[src/rtl/flow_rr_scheduler_pkg.sv]
// Shared types and widths for the per-flow round-robin scheduler.
package flow_rr_scheduler_pkg;

    localparam int DATA_W = 32;
    localparam int RANK_W = 32;

    typedef enum logic [1:0] {
        IDLE = 2'd0,
        WAIT = 2'd1,
        HOLD = 2'd2
    } sched_state_t;

endpackage

[src/rtl/flow_rr_scheduler_if.sv]
// Ingress, egress and rank-store signals of the scheduler grouped in one bundle.
interface flow_rr_scheduler_if #(
    parameter int FLOWS = 10
);
    import flow_rr_scheduler_pkg::*;

    logic                enq_valid;
    logic                enq_ready;
    logic [FLOWS-1:0]    enq_flow;
    logic [RANK_W-1:0]   enq_rank;
    logic [DATA_W-1:0]   enq_value;

    logic                deq_valid;
    logic                deq_ready;
    logic [DATA_W-1:0]   deq_value;
    logic [RANK_W-1:0]   deq_rank;
    logic [FLOWS-1:0]    deq_flow;

    logic                st_push;
    logic [FLOWS-1:0]    st_push_flow;
    logic [RANK_W-1:0]   st_push_rank;
    logic [DATA_W-1:0]   st_push_value;
    logic                st_pop;
    logic [FLOWS-1:0]    st_pop_flow;
    logic [DATA_W-1:0]   st_pop_value;
    logic [RANK_W-1:0]   st_pop_rank;
    logic                st_pop_valid;

    logic                err;

    // Scheduler side
    modport slave (
        input  enq_valid, enq_flow, enq_rank, enq_value, deq_ready,
               st_pop_value, st_pop_rank, st_pop_valid,
        output enq_ready, deq_valid, deq_value, deq_rank, deq_flow,
               st_push, st_push_flow, st_push_rank, st_push_value,
               st_pop, st_pop_flow, err
    );

    // Environment side: producer, consumer and rank store
    modport master (
        output enq_valid, enq_flow, enq_rank, enq_value, deq_ready,
               st_pop_value, st_pop_rank, st_pop_valid,
        input  enq_ready, deq_valid, deq_value, deq_rank, deq_flow,
               st_push, st_push_flow, st_push_rank, st_push_value,
               st_pop, st_pop_flow, err
    );

endinterface

[src/rtl/flow_rr_scheduler_rr_arbiter.sv]
// Combinational round-robin picker: first requester at or above the one-hot pointer, wrapping.
module rr_arbiter #(
    parameter int N = 10
) (
    input  logic [N-1:0] req,
    input  logic [N-1:0] ptr,
    output logic [N-1:0] grant,
    output logic         any
);

    logic [N-1:0] upper;

    // Requests at or above ptr win; isolate lowest set bit with x & -x
    always_comb begin
        upper = req & ~(ptr - N'(1));
        if (upper != '0) begin
            grant = upper & (~upper + N'(1));
        end else begin
            grant = req & (~req + N'(1));
        end
        any = |req;
    end

endmodule

[src/rtl/flow_rr_scheduler.sv]
// Per-flow admission, occupancy tracking and round-robin pop sequencing in front of the rank store.
module flow_rr_scheduler
    import flow_rr_scheduler_pkg::*;
#(
    parameter int SIZE  = 50,
    parameter int FLOWS = 10
) (
    input logic                clk,
    input logic                rst,
    flow_rr_scheduler_if.slave bus
);

    localparam int CNT_W = $clog2(SIZE + 1);

    logic [CNT_W-1:0] count [FLOWS];
    logic [FLOWS-1:0] eligible;
    logic [FLOWS-1:0] not_full;
    logic [FLOWS-1:0] rr_ptr;
    logic [FLOWS-1:0] grant;
    logic [FLOWS-1:0] pend_flow;
    logic [FLOWS-1:0] pop_flow;
    logic             any_eligible;
    logic             flow_onehot;
    logic             enq_ready;
    logic             push;
    logic             pop;
    sched_state_t     state;
    sched_state_t     state_next;

    // Admission only looks at start-of-cycle counts, so a same-cycle pop never frees room
    always_comb begin
        for (int f = 0; f < FLOWS; f++) begin
            eligible[f] = (count[f] != '0);
            not_full[f] = (count[f] < CNT_W'(SIZE));
        end
        flow_onehot = (bus.enq_flow != '0) &&
                      ((bus.enq_flow & (bus.enq_flow - FLOWS'(1))) == '0);
        enq_ready   = flow_onehot && ((bus.enq_flow & not_full) != '0);
        push        = bus.enq_valid && enq_ready;
    end

    assign bus.enq_ready     = enq_ready;
    assign bus.st_push       = push;
    assign bus.st_push_flow  = bus.enq_flow;
    assign bus.st_push_rank  = bus.enq_rank;
    assign bus.st_push_value = bus.enq_value;
    assign bus.st_pop        = pop;
    assign bus.st_pop_flow   = pop_flow;

    rr_arbiter #(.N(FLOWS)) u_arbiter (
        .req   (eligible),
        .ptr   (rr_ptr),
        .grant (grant),
        .any   (any_eligible)
    );

    always_ff @(posedge clk) begin
        if (rst) begin
            state <= IDLE;
        end else begin
            state <= state_next;
        end
    end

    // Pop engine: WAIT always separates two pops, capping throughput at one entry per two cycles
    always_comb begin
        state_next = state;
        pop        = 1'b0;
        pop_flow   = '0;
        case (state)
            IDLE: begin
                if (any_eligible) begin
                    pop        = 1'b1;
                    pop_flow   = grant;
                    state_next = WAIT;
                end
            end
            WAIT: begin
                state_next = HOLD;
            end
            HOLD: begin
                if (bus.deq_ready) begin
                    if (any_eligible) begin
                        pop        = 1'b1;
                        pop_flow   = grant;
                        state_next = WAIT;
                    end else begin
                        state_next = IDLE;
                    end
                end
            end
            default: begin
                state_next = IDLE;
            end
        endcase
    end

    always_ff @(posedge clk) begin
        if (rst) begin
            for (int f = 0; f < FLOWS; f++) begin
                count[f] <= '0;
            end
        end else begin
            for (int f = 0; f < FLOWS; f++) begin
                case ({push && bus.enq_flow[f], pop && pop_flow[f]})
                    2'b10:   count[f] <= count[f] + CNT_W'(1);
                    2'b01:   count[f] <= count[f] - CNT_W'(1);
                    default: ;
                endcase
            end
        end
    end

    // Output register is loaded from the store read data in WAIT and held through HOLD
    always_ff @(posedge clk) begin
        if (rst) begin
            rr_ptr        <= FLOWS'(1);
            pend_flow     <= '0;
            bus.deq_valid <= 1'b0;
            bus.deq_value <= '0;
            bus.deq_rank  <= '0;
            bus.deq_flow  <= '0;
            bus.err       <= 1'b0;
        end else begin
            if (pop) begin
                rr_ptr    <= {grant[FLOWS-2:0], grant[FLOWS-1]};
                pend_flow <= grant;
            end
            if (state == WAIT) begin
                bus.deq_value <= bus.st_pop_value;
                bus.deq_rank  <= bus.st_pop_rank;
                bus.deq_flow  <= pend_flow;
                bus.deq_valid <= 1'b1;
                if (!bus.st_pop_valid) begin
                    bus.err <= 1'b1;
                end
            end else if (state == HOLD && bus.deq_ready) begin
                bus.deq_valid <= 1'b0;
            end
        end
    end

endmodule

[src/flat_wrapper.sv]
// flat-port wrapper written by rule: the top's interface ports become plain ports
module flow_rr_scheduler_flat import flow_rr_scheduler_pkg::*;
#(
    parameter int SIZE  = 50,
    parameter int FLOWS = 10
)
  (clk, rst, bus_enq_valid, bus_enq_flow, bus_enq_rank, bus_enq_value, bus_deq_ready, bus_st_pop_value, bus_st_pop_rank, bus_st_pop_valid, bus_enq_ready, bus_deq_valid, bus_deq_value, bus_deq_rank, bus_deq_flow, bus_st_push, bus_st_push_flow, bus_st_push_rank, bus_st_push_value, bus_st_pop, bus_st_pop_flow, bus_err);
  flow_rr_scheduler_if #(.FLOWS(FLOWS)) bus_i ();
  input logic clk;
  input logic rst;
  input wire logic [$bits(bus_i.enq_valid)-1:0] bus_enq_valid;
  input wire logic [$bits(bus_i.enq_flow)-1:0] bus_enq_flow;
  input wire logic [$bits(bus_i.enq_rank)-1:0] bus_enq_rank;
  input wire logic [$bits(bus_i.enq_value)-1:0] bus_enq_value;
  input wire logic [$bits(bus_i.deq_ready)-1:0] bus_deq_ready;
  input wire logic [$bits(bus_i.st_pop_value)-1:0] bus_st_pop_value;
  input wire logic [$bits(bus_i.st_pop_rank)-1:0] bus_st_pop_rank;
  input wire logic [$bits(bus_i.st_pop_valid)-1:0] bus_st_pop_valid;
  output wire logic [$bits(bus_i.enq_ready)-1:0] bus_enq_ready;
  output wire logic [$bits(bus_i.deq_valid)-1:0] bus_deq_valid;
  output wire logic [$bits(bus_i.deq_value)-1:0] bus_deq_value;
  output wire logic [$bits(bus_i.deq_rank)-1:0] bus_deq_rank;
  output wire logic [$bits(bus_i.deq_flow)-1:0] bus_deq_flow;
  output wire logic [$bits(bus_i.st_push)-1:0] bus_st_push;
  output wire logic [$bits(bus_i.st_push_flow)-1:0] bus_st_push_flow;
  output wire logic [$bits(bus_i.st_push_rank)-1:0] bus_st_push_rank;
  output wire logic [$bits(bus_i.st_push_value)-1:0] bus_st_push_value;
  output wire logic [$bits(bus_i.st_pop)-1:0] bus_st_pop;
  output wire logic [$bits(bus_i.st_pop_flow)-1:0] bus_st_pop_flow;
  output wire logic [$bits(bus_i.err)-1:0] bus_err;
  assign bus_i.enq_valid = bus_enq_valid;
  assign bus_i.enq_flow = bus_enq_flow;
  assign bus_i.enq_rank = bus_enq_rank;
  assign bus_i.enq_value = bus_enq_value;
  assign bus_i.deq_ready = bus_deq_ready;
  assign bus_i.st_pop_value = bus_st_pop_value;
  assign bus_i.st_pop_rank = bus_st_pop_rank;
  assign bus_i.st_pop_valid = bus_st_pop_valid;
  assign bus_enq_ready = bus_i.enq_ready;
  assign bus_deq_valid = bus_i.deq_valid;
  assign bus_deq_value = bus_i.deq_value;
  assign bus_deq_rank = bus_i.deq_rank;
  assign bus_deq_flow = bus_i.deq_flow;
  assign bus_st_push = bus_i.st_push;
  assign bus_st_push_flow = bus_i.st_push_flow;
  assign bus_st_push_rank = bus_i.st_push_rank;
  assign bus_st_push_value = bus_i.st_push_value;
  assign bus_st_pop = bus_i.st_pop;
  assign bus_st_pop_flow = bus_i.st_pop_flow;
  assign bus_err = bus_i.err;
  flow_rr_scheduler #(.SIZE(SIZE), .FLOWS(FLOWS)) u_core (.clk(clk), .rst(rst), .bus(bus_i));
endmodule
[config.mk]
export PLATFORM = sky130hd
export DESIGN_NAME = flow_rr_scheduler_flat
export DESIGN_NICKNAME = d
export VERILOG_FILES = /design/src/rtl/flow_rr_scheduler_pkg.sv /design/src/rtl/flow_rr_scheduler_if.sv /design/src/rtl/flow_rr_scheduler_rr_arbiter.sv /design/src/rtl/flow_rr_scheduler.sv /design/src/flat_wrapper.sv
export SDC_FILE = /design/constraint.sdc
export NUM_CORES = 1
export LEC_CHECK = 0
export CORE_AREA = 2 2 137 139
export CTS_CLUSTER_DIAMETER = 100
export DETAILED_ROUTE_END_ITERATION = 12
export DIE_AREA = 0 0 139 141
export PLACE_DENSITY = 0.86
export SYNTH_ARGS = -nofsm -noshare
export SYNTH_HDL_FRONTEND = slang
export SYNTH_SLANG_ARGS = --single-unit
[constraint.sdc]
create_clock -name clk -period 11.2 [get_ports clk]
set_input_delay 2.24 -clock clk [delete_from_list [all_inputs] [get_ports clk]]
set_output_delay 2.24 -clock clk [all_outputs]
set_load 0.01 [all_outputs]
==> results.toml <==
[setup_path]
crit_slowest_cell = "clkdlybuf4s50_1"
r2r_start = "u_core.count[0][7]"
critPathLaunch = "bus_enq_flow[1]"
critPathKind = "primary input to output pin"
max_stage_delay_ps = 620
arrival_ps = 5150
cp-start-kind = "primary input"
worstPathMaxFanout = 10
crit_chain = "clkdlybuf4s50_1, or4_1, or4b_1, nand2_1, o211a_1, and3b_1, clkdlybuf4s50_1"
end_kind = "output pin"
cp.required_ps = 8960
crit_top_cell = "clkdlybuf4s50_1"

[layout]
num_antenna_cells = 0
fill_cells = 1549
nets = 1299
areaGrowthSynthToFinish_pct = 21.6
post-route-util = 0.591
instances_no_fill = 1354
layout-drive-gt1-share = 0.0545

[sta]
finalSetupTns_ps = 0
slew_headroom = 0.396
worst_pin_slew_ps = 895
min_period_ps = 7390
fin_skew_ps = 13.5
hold_violations = 0
rsz0062_at_grt = "false"
setup_slack_ps = 3810
period_share = 0.660
maxClockFrequency_mhz = 135
finalSetupViolCount = 0
finalMaxSlewViolations = 0

[global_routing]
grt.total_usage = 0.235
grt_max_degree = 75
antenna_found_initial = 0
grt_pass1_wl_um = 37200
overflow = 0
grt_pass1_vias = 7227

[logic_synthesis]
yosysSeqAreaShare = 0.404
synth_nets = 1221
synth_edf_count = 60
synthFlopType = "dfxtp_1"
synthDistinctLibCells = 64
ys_warn_count = 0
syn-cell-area_mm2 = 0.00888
synth_seq_cells = 149
syn-instance-count = 1030
syn_avg_cell_area_um2 = 8.62
async_flop_share = 0

[floorplan]
dieWidth_um = 139
ios = 306
die_h_um = 141
initial_core_util = 0.486
dieArea_mm2 = 0.0196
core_area_mm2 = 0.0183
num_rows = 50

[clock_tree]
clockBufferDepth = 2
cts_buffers = 17
cts_setup_buffers = 0
numClockSinks = 149
cts_tree = "yes"
root_buffer = "clkbuf_16"
cts_max_level = 4
cts_resized = 0
ctsHoldBuffers = 0
worstSkewPairLatency_ps = 430
clk_pin_slew_ps = 70

[power]
intPower_mw = 1.02
power_mw = 1.46
p_clk_frac = 0.375
p_leak_nw = 4.17
power_density_mw_per_mm2 = 136
ir_worst_vdd_mv = 0.107
p_comb_frac = 0.193
switchingPower_mw = 0.441
pwr-share-seq = 0.432
sw_frac_of_total = 0.301

[drt]
via_per_inst = 5.64
drt_iter0_drc = 657
drtPass1Iterations = 5
wire_per_inst_um = 17.5
ant_nets = 0
via_count = 7634
route.detailed.drc = 0
routed_wl_um = 23700

[place]
placed_cells = 1323
port_buffers = 177
place_hpwl_um = 17100
finalWeightedCongestion = 0.925
place_ws_ps = 3810

[outcome]
status = "complete, no violations"

[flow_run]
max_cap_viol_count = 0

[min_path]
worstHoldStart = "u_core.bus.deq_value[3]"
hp-class = "register to register"
==> sequential cells by signal, indices dropped and copies added (netlist names) <==
signal,cells
u_core.bus.deq_flow,10
u_core.count,60
u_core.pend_flow,10
u_core.bus.deq_rank,32
u_core.bus.err,1
u_core.bus.deq_valid,1
u_core.bus.deq_value,32
u_core.rr_ptr,1
u_core.state,2
==> synthesized netlist by cell type, types with 4 or more instances <==
cell | number | area (um^2)
fa_1 | 9 | 180
nor2b_1 | 6 | 37.5
xnor2_1 | 23 | 201
nor4_1 | 4 | 25.0
nand3_1 | 12 | 60.1
dfxtp_1 | 89 | 1780
inv_1 | 47 | 176
edfxtp_1 | 60 | 1800
o21bai_1 | 9 | 67.6
o211ai_1 | 6 | 45.0
nor3_2 | 4 | 40.0
and3_1 | 6 | 37.5
a21oi_1 | 126 | 631
nand2_1 | 204 | 766
or3_1 | 11 | 68.8
o21ai_1 | 4 | 20.0
nand4_1 | 9 | 56.3
nor3b_1 | 5 | 37.5
or4_1 | 5 | 37.5
and2_1 | 9 | 56.3
buf_2 | 4 | 20.0
clkbuf_1 | 36 | 135
o21ai_0 | 16 | 80.1
nor3_1 | 38 | 190
ha_1 | 39 | 488
a22oi_1 | 5 | 37.5
xor2_1 | 25 | 219
or2_2 | 7 | 43.8
buf_1 | 8 | 30.0
nand2b_1 | 10 | 62.6
a211oi_1 | 24 | 180
buf_4 | 74 | 556
nor2_1 | 32 | 120
a21o_1 | 17 | 128
==> layout by cell type, fill, tap and decap left out, types with 4 or more instances in the layout <==
cell	n
xnor2_1	23
o211ai_1	6
inv_8	4
nand2b_1	9
edfxtp_1	60
inv_1	47
dfxtp_1	89
or3_1	11
nand2_1	204
nor3b_1	5
fa_1	9
nand4_1	9
a21oi_1	126
inv_6	7
nor2_1	32
nor4_1	4
or4_1	5
or2_2	7
ha_1	39
a21o_1	17
xor2_1	25
and3_1	6
a22oi_1	5
nor3_1	38
a211oi_1	24
nor3_2	4
clkdlybuf4s50_1	176
and2_1	9
clkbuf_16	17
o21ai_0	16
nand3_1	12
nor2b_1	5
buf_4	5
o21ai_1	4
o21bai_1	9
==> power by group through the flow <==
stage | Clock (mW) | Sequential (mW) | Combinational, mW
detailed placement | 0 | 0.643 | 0.279
finish | 0.550 | 0.632 | 0.283
global route | 0.580 | 0.637 | 0.309
floorplan | 0 | 0.642 | 0.187
CTS | 0.558 | 0.631 | 0.282
global placement | 0 | 0.641 | 0.271
==> kinds of logic (layout without fill, tap and decap cells) <==
| logic type | after synthesis | count (layout) | synth area share |
|---|---|---|---|
| buffers and inverters | 169 | 259 | 0.103 |
| xor gates and xnor gates | 49 | 49 | 0.0492 |
| muxes | 5 | 5 | 0.00606 |
| DFF | 149 | 149 | 0.404 |
| adders and majority gates | 50 | 50 | 0.0775 |
| and+or+nand+nor | 377 | 377 | 0.202 |
| AOI/OAI and AO/OA | 231 | 231 | 0.159 |
==> layer usage <==
metal  wire length (um)  vias up  track usage
li1                   -     3672            -
met1               9680     3646        0.308
met2              11700      271        0.376
met3               1690       45       0.0547
met4                587        0       0.0989
met5                  0        -            0
==> cell type report <==
class | count | area [um^2] | share of cell area
multi-input combinational | 712 | 4390 | 0.406
sequential | 149 | 3580 | 0.332
timing repair buffer | 181 | 1800 | 0.167
clock buffer | 17 | 425 | 0.0394
tap | 234 | 293 | 0.0271
inverter | 47 | 176 | 0.0163
clock inverter | 14 | 130 | 0.0121
==> metrics by stage <==
| stage | hold slack, ps | instance area, um^2 |
|---|---|---|
| after floorplan | 432 | 8880 |
| after global placement | 441 | 10200 |
| after detailed placement | 445 | 10200 |
| after CTS | 455 | 10800 |
| after global routing | 468 | 10800 |
| final | 454 | 10800 |
==> critical path: cells and delay by family <==
kind | cells | cell delay (ps)
AOI/OAI and AO/OA | 1 | 170
buffers and inverters | 2 | 1140
and+or+nand+nor | 4 | 1590
==> final timing paths <==
check                                               end  slack (ps)  cells after the start
worst max register to register       u_core.count[1][5]        5600                     16
worst max-delay path                        bus_st_push        3810                      7
worst min-delay path            u_core.bus.deq_value[3]         450                      2
worst min register to register  u_core.bus.deq_value[3]         450                      2
(Power assumes the default switching activity.)
